`src/rtl/switch_debouncer_if.sv`:
```
// rtl/switch_debouncer_if.sv - raw switch inputs and conditioned outputs of the debouncer
interface switch_debouncer_if #(
  parameter int N = 4
);
  logic [N-1:0] raw_in;
  logic [N-1:0] db_out;
  logic [N-1:0] rise_pulse;
  logic [N-1:0] fall_pulse;
  logic [7:0]   rise_count;

  modport master (
    output raw_in,
    input  db_out, rise_pulse, fall_pulse, rise_count
  );

  modport slave (
    input  raw_in,
    output db_out, rise_pulse, fall_pulse, rise_count
  );
endinterface

```
`src/rtl/switch_debouncer.sv`:
```
// rtl/switch_debouncer.sv - two-flop synchronizer plus per-channel stability-count debouncer
module switch_debouncer #(
  parameter int N             = 4,
  parameter int CNT_W         = 20,
  parameter int STABLE_CYCLES = 500000
) (
  input logic            clk,
  input logic            rst,
  switch_debouncer_if.slave sw
);

  typedef enum logic [1:0] {STABLE_LO, WAIT_HI, STABLE_HI, WAIT_LO} state_t;

  localparam logic [CNT_W-1:0] LIMIT = CNT_W'(STABLE_CYCLES);
  localparam logic [CNT_W-1:0] ONE   = CNT_W'(1);

  logic [N-1:0]     s1, s2;
  logic [N-1:0]     db, rise, fall;
  logic [7:0]       rise_count;
  state_t           state [N];
  logic [CNT_W-1:0] cnt   [N];

  always_ff @(posedge clk) begin
    if (rst) begin
      s1         <= '0;
      s2         <= '0;
      db         <= '0;
      rise       <= '0;
      fall       <= '0;
      rise_count <= '0;
      for (int i = 0; i < N; i++) begin
        state[i] <= STABLE_LO;
        cnt[i]   <= '0;
      end
    end else begin
      s1   <= sw.raw_in;
      s2   <= s1;
      rise <= '0;
      fall <= '0;
      for (int i = 0; i < N; i++) begin
        case (state[i])
          STABLE_LO: begin
            if (s2[i]) begin
              state[i] <= WAIT_HI;
              cnt[i]   <= ONE;
            end
          end
          WAIT_HI: begin
            // A single low sample throws away the whole run; counts never accumulate across bounces.
            if (!s2[i]) begin
              state[i] <= STABLE_LO;
              cnt[i]   <= '0;
            end else if (cnt[i] == LIMIT) begin
              state[i] <= STABLE_HI;
              db[i]    <= 1'b1;
              rise[i]  <= 1'b1;
              cnt[i]   <= '0;
            end else begin
              cnt[i] <= cnt[i] + ONE;
            end
          end
          STABLE_HI: begin
            if (!s2[i]) begin
              state[i] <= WAIT_LO;
              cnt[i]   <= ONE;
            end
          end
          WAIT_LO: begin
            if (s2[i]) begin
              state[i] <= STABLE_HI;
              cnt[i]   <= '0;
            end else if (cnt[i] == LIMIT) begin
              state[i] <= STABLE_LO;
              db[i]    <= 1'b0;
              fall[i]  <= 1'b1;
              cnt[i]   <= '0;
            end else begin
              cnt[i] <= cnt[i] + ONE;
            end
          end
        endcase
      end
      // Same condition that raises rise[0], so the tally lands on the pulse edge.
      if (state[0] == WAIT_HI && s2[0] && cnt[0] == LIMIT) begin
        rise_count <= rise_count + 8'd1;
      end
    end
  end

  assign sw.db_out     = db;
  assign sw.rise_pulse = rise;
  assign sw.fall_pulse = fall;
  assign sw.rise_count = rise_count;

endmodule

```
`src/flat_wrapper.sv`:
```
// flat-port wrapper written by rule: the top's interface ports become plain ports
module switch_debouncer_flat 
#(
  parameter int N             = 4,
  parameter int CNT_W         = 20,
  parameter int STABLE_CYCLES = 500000
)
  (clk, rst, sw_raw_in, sw_db_out, sw_rise_pulse, sw_fall_pulse, sw_rise_count);
  switch_debouncer_if #(.N(N)) sw_i ();
  input logic clk;
  input logic rst;
  input wire logic [$bits(sw_i.raw_in)-1:0] sw_raw_in;
  output wire logic [$bits(sw_i.db_out)-1:0] sw_db_out;
  output wire logic [$bits(sw_i.rise_pulse)-1:0] sw_rise_pulse;
  output wire logic [$bits(sw_i.fall_pulse)-1:0] sw_fall_pulse;
  output wire logic [$bits(sw_i.rise_count)-1:0] sw_rise_count;
  assign sw_i.raw_in = sw_raw_in;
  assign sw_db_out = sw_i.db_out;
  assign sw_rise_pulse = sw_i.rise_pulse;
  assign sw_fall_pulse = sw_i.fall_pulse;
  assign sw_rise_count = sw_i.rise_count;
  switch_debouncer #(.N(N), .CNT_W(CNT_W), .STABLE_CYCLES(STABLE_CYCLES)) u_core (.clk(clk), .rst(rst), .sw(sw_i));
endmodule
```
`config.mk`:
```
export PLATFORM = sky130hd
export DESIGN_NAME = switch_debouncer_flat
export DESIGN_NICKNAME = d
export VERILOG_FILES = /design/src/rtl/switch_debouncer_if.sv /design/src/rtl/switch_debouncer.sv /design/src/flat_wrapper.sv
export SDC_FILE = /design/constraint.sdc
export NUM_CORES = 1
export LEC_CHECK = 0
export ABC_AREA = 1
export CAP_MARGIN = 20
export CORE_MARGIN = 8
export CORE_UTILIZATION = 52
export DETAILED_ROUTE_END_ITERATION = 6
export DONT_BUFFER_PORTS = 1
export GPL_TIMING_DRIVEN = 0
export PLACE_DENSITY = 0.73
export SETUP_SLACK_MARGIN = 0.3
export SLEW_MARGIN = 20
export SYNTH_ARGS = -nofsm -noshare
export SYNTH_HDL_FRONTEND = slang
export SYNTH_SLANG_ARGS = --single-unit
```
`constraint.sdc`:
```
create_clock -name clk -period 3 [get_ports clk]
set_clock_uncertainty 0.2 [all_clocks]
set_input_delay 0.3 -clock clk [delete_from_list [all_inputs] [get_ports clk]]
set_output_delay 0.3 -clock clk [all_outputs]
set_load 0.005 [all_outputs]
```
==> impl_metrics.toml <==
[sta]
fin_crit_ns = 2.579
max-slew-margin-rel_pct = 58.15
rsz0062_at_grt = "no"
period_share_pct = 85.96
tightest_slew_ns = 0.6259
fin_setup_tns_ns = 0
setup_viol = 0
hold_violations = 0
final_max_slew_viol_count = 0
max_freq_mhz = 387.8

[cells_and_area]
nFillCells = 1132
area_growth_syn_to_layout_pct = 12.84
nNetsFinal = 869
diodes = 0
final_area_sq_um = 7575
drive_gt1_share_pct = 9.458

[synth]
yosysWarnings = 0
synth_seq_cells = 116
synth_cells = 829
synth.top_cell.area_share_pct = 39.37
synth_edf_count = 88
synth_top_cells_by_count = "nor2_1, nand2_1, inv_1"
syn-num-nets = 844
yosysSeqAreaShare_pct = 47.72
syn_area_sq_um = 6713
yosysMostFrequentCell = "nor2_1"
yosysTopAreaCell = "edfxtp_1"
synth.distinct_cells = 41
synth_area_leaders = "edfxtp_1, nor2_1, nand2_1"
synth_area_per_cell_sq_um = 8.097
synth_ff_type = "edfxtp_1"
async_flop_share_pct = 0

[place]
portBuffers = 0
placed_area_sq_um = 6928
place.gp.congestion = 0.8788
dp_hpwl_um = 9366

[grt]
grt_use_total_pct = 17.37
antenna_found_initial = 0
grt_max_degree = 21
grt_pass1_vias = 4908
grt_pass1_wl_um = 22970
grt.overflow.total = 0

[clocking]
clk_latency_ns = 0.42
cts.htree.levels = 4
cts-root-buf = "clkbuf_16"
cts_buffer_depth = 2
cts_buffers = 17
clock-sinks = 116
path_clk_slew_ns = 0.06
cts_tree = "built"
postCtsSetupRepairBufs = 0

[job]
maxCapViolations = 0

[routing]
route.detailed.drc = 0
wirelength_um = 13270
detail-route-antenna-nets = 0
dr.pass1.iters = 5
vias = 5203
initialDrtViolationCount = 395
wire_per_inst_um = 12.77
routed_via_density = 5.008

[worst_setup_path]
worstPathMaxFanout = 10
critPathRequiredTime_ns = 2.77
critPathArrivalTime_ns = 2.35
r2r_slack_ns = 0.49
worstRegToRegCells = 11
worstSetupEndpointType = "register"
reg2reg_to = "u_core.cnt[0][30]"
critPathLaunchType = "primary input"
reg2reg_from = "u_core.cnt[0][20]"
critPathKind = "in2reg"

[worst_hold_path]
worstHoldPathCells = 3
min_path_type = "in2reg"
holdCritStartpoint = "rst"
hold_end = "u_core.sw.db_out[3]"

[floorplanning]
rows = 41
core_sq_um = 12620
die_h_um = 129.6
start_util_pct = 53.19
io_pins = 26
die-area_sq_um = 16800
die_w_um = 129.6

[pwr]
ir_drop_mv = 0.3544
power_density_nw_per_um2 = 599.5
power_leakage_nw = 3.137

[outcome]
status = "completed"
==> kinds of logic after synthesis <==
kind of cell | synth area share (%)
buf+inv | 8.369
simple gates | 31.26
compound gates | 3.020
flops | 47.72
fa+ha+maj | 1.678
xor+xnor | 7.959
==> timing repair <==
action | CTS | global route
hold buffers | 5 | 0
pin swaps | 1 | 0
endpoints found under the hold margin | 8 | 0
cloned | 1 | 0
resized for setup | 2 | 1
endpoints found under the setup margin | 60 | 20
==> how the worst max path moves through the flow <==
stage                            startpoint                 to  slack, ns
after CTS                 u_core.cnt[0][40]  u_core.cnt[0][52]       0.31
after global placement                  rst   u_core.cnt[0][8]       0.14
after global routing      u_core.cnt[0][20]  u_core.cnt[0][28]       0.31
after detailed placement                rst   u_core.cnt[0][9]       0.06
after floorplan           u_core.cnt[0][20]  u_core.cnt[0][20]       0.67
final                                   rst   u_core.cnt[0][2]       0.42
==> critical path: stages <==
cell	delay (ns)
dlygate4sd3_1	0.57
buf_6	0.16
nor2_1	0.07
inv_1	0.10
nor3_1	0.06
nor3b_1	0.47
nand4_1	0.61
==> metal layers <==
layer | global-route usage [%] | routed length (um)
met3 | 5.382 | 734
met1 | 21.78 | 6145
met5 | 0 | 0
met4 | 7.719 | 229
met2 | 27.08 | 6154
==> report_power, final <==
group	internal, mW	switching (mW)
Sequential	1.93	0.164
Clock	1.19	0.760
Combinational	0.170	0.328
==> stage by stage <==
stage	util (%)	hold slack [ns]	setup WS, ns	total power, mW	std cells
after floorplan	-	0.1883	0.6717	2.478	829
after global placement	54.90	0.1928	0.1352	2.594	1001
after detailed placement	54.90	0.1957	0.05801	2.607	1001
after CTS	60.00	0.01046	0.3124	4.573	1039
after global routing	60.02	0.02500	0.3104	4.751	1039
final	60.02	0.03823	0.4213	4.541	1039
==> registers in the layout (all words and copies together), names as in the netlist <==
register              cells
u_core.s1                 4
u_core.sw.rise_count      8
u_core.s2                 4
u_core.state              8
u_core.sw.fall_pulse      4
u_core.cnt               80
u_core.sw.rise_pulse      4
u_core.sw.db_out          4
==> cell usage in the layout (no fill, tap or decap), drive strengths merged, types with 2 or more instances in the layout <==
| master | n |
|---|---|
| o21bai | 2 |
| nor3b | 4 |
| dlygate4sd3 | 5 |
| xor2 | 47 |
| edfxtp | 88 |
| clkbuf | 21 |
| nand2 | 158 |
| o21ai | 14 |
| nand3 | 57 |
| xnor2 | 14 |
| dfxtp | 28 |
| clkinv | 8 |
| nor2 | 193 |
| buf | 8 |
| clkinvlp | 5 |
| inv | 127 |
| or2 | 2 |
| nor3 | 28 |
| ha | 9 |
| o211ai | 3 |
| a21oi | 11 |
| nand4 | 26 |
==> final cells by class <==
type | instances | area [sq um] | area share, %
clock inverters | 14 | 130.1 | 1.718
flip-flops and latches | 116 | 3203 | 42.29
inverters | 127 | 481.7 | 6.359
plain buffers | 11 | 80.08 | 1.057
well taps | 172 | 215.2 | 2.841
multi-input cells | 576 | 2964 | 39.13
repair buffers | 5 | 50.05 | 0.6607
clock buffers | 18 | 450.4 | 5.946
Note: power is estimated with default switching activity, not from simulation.
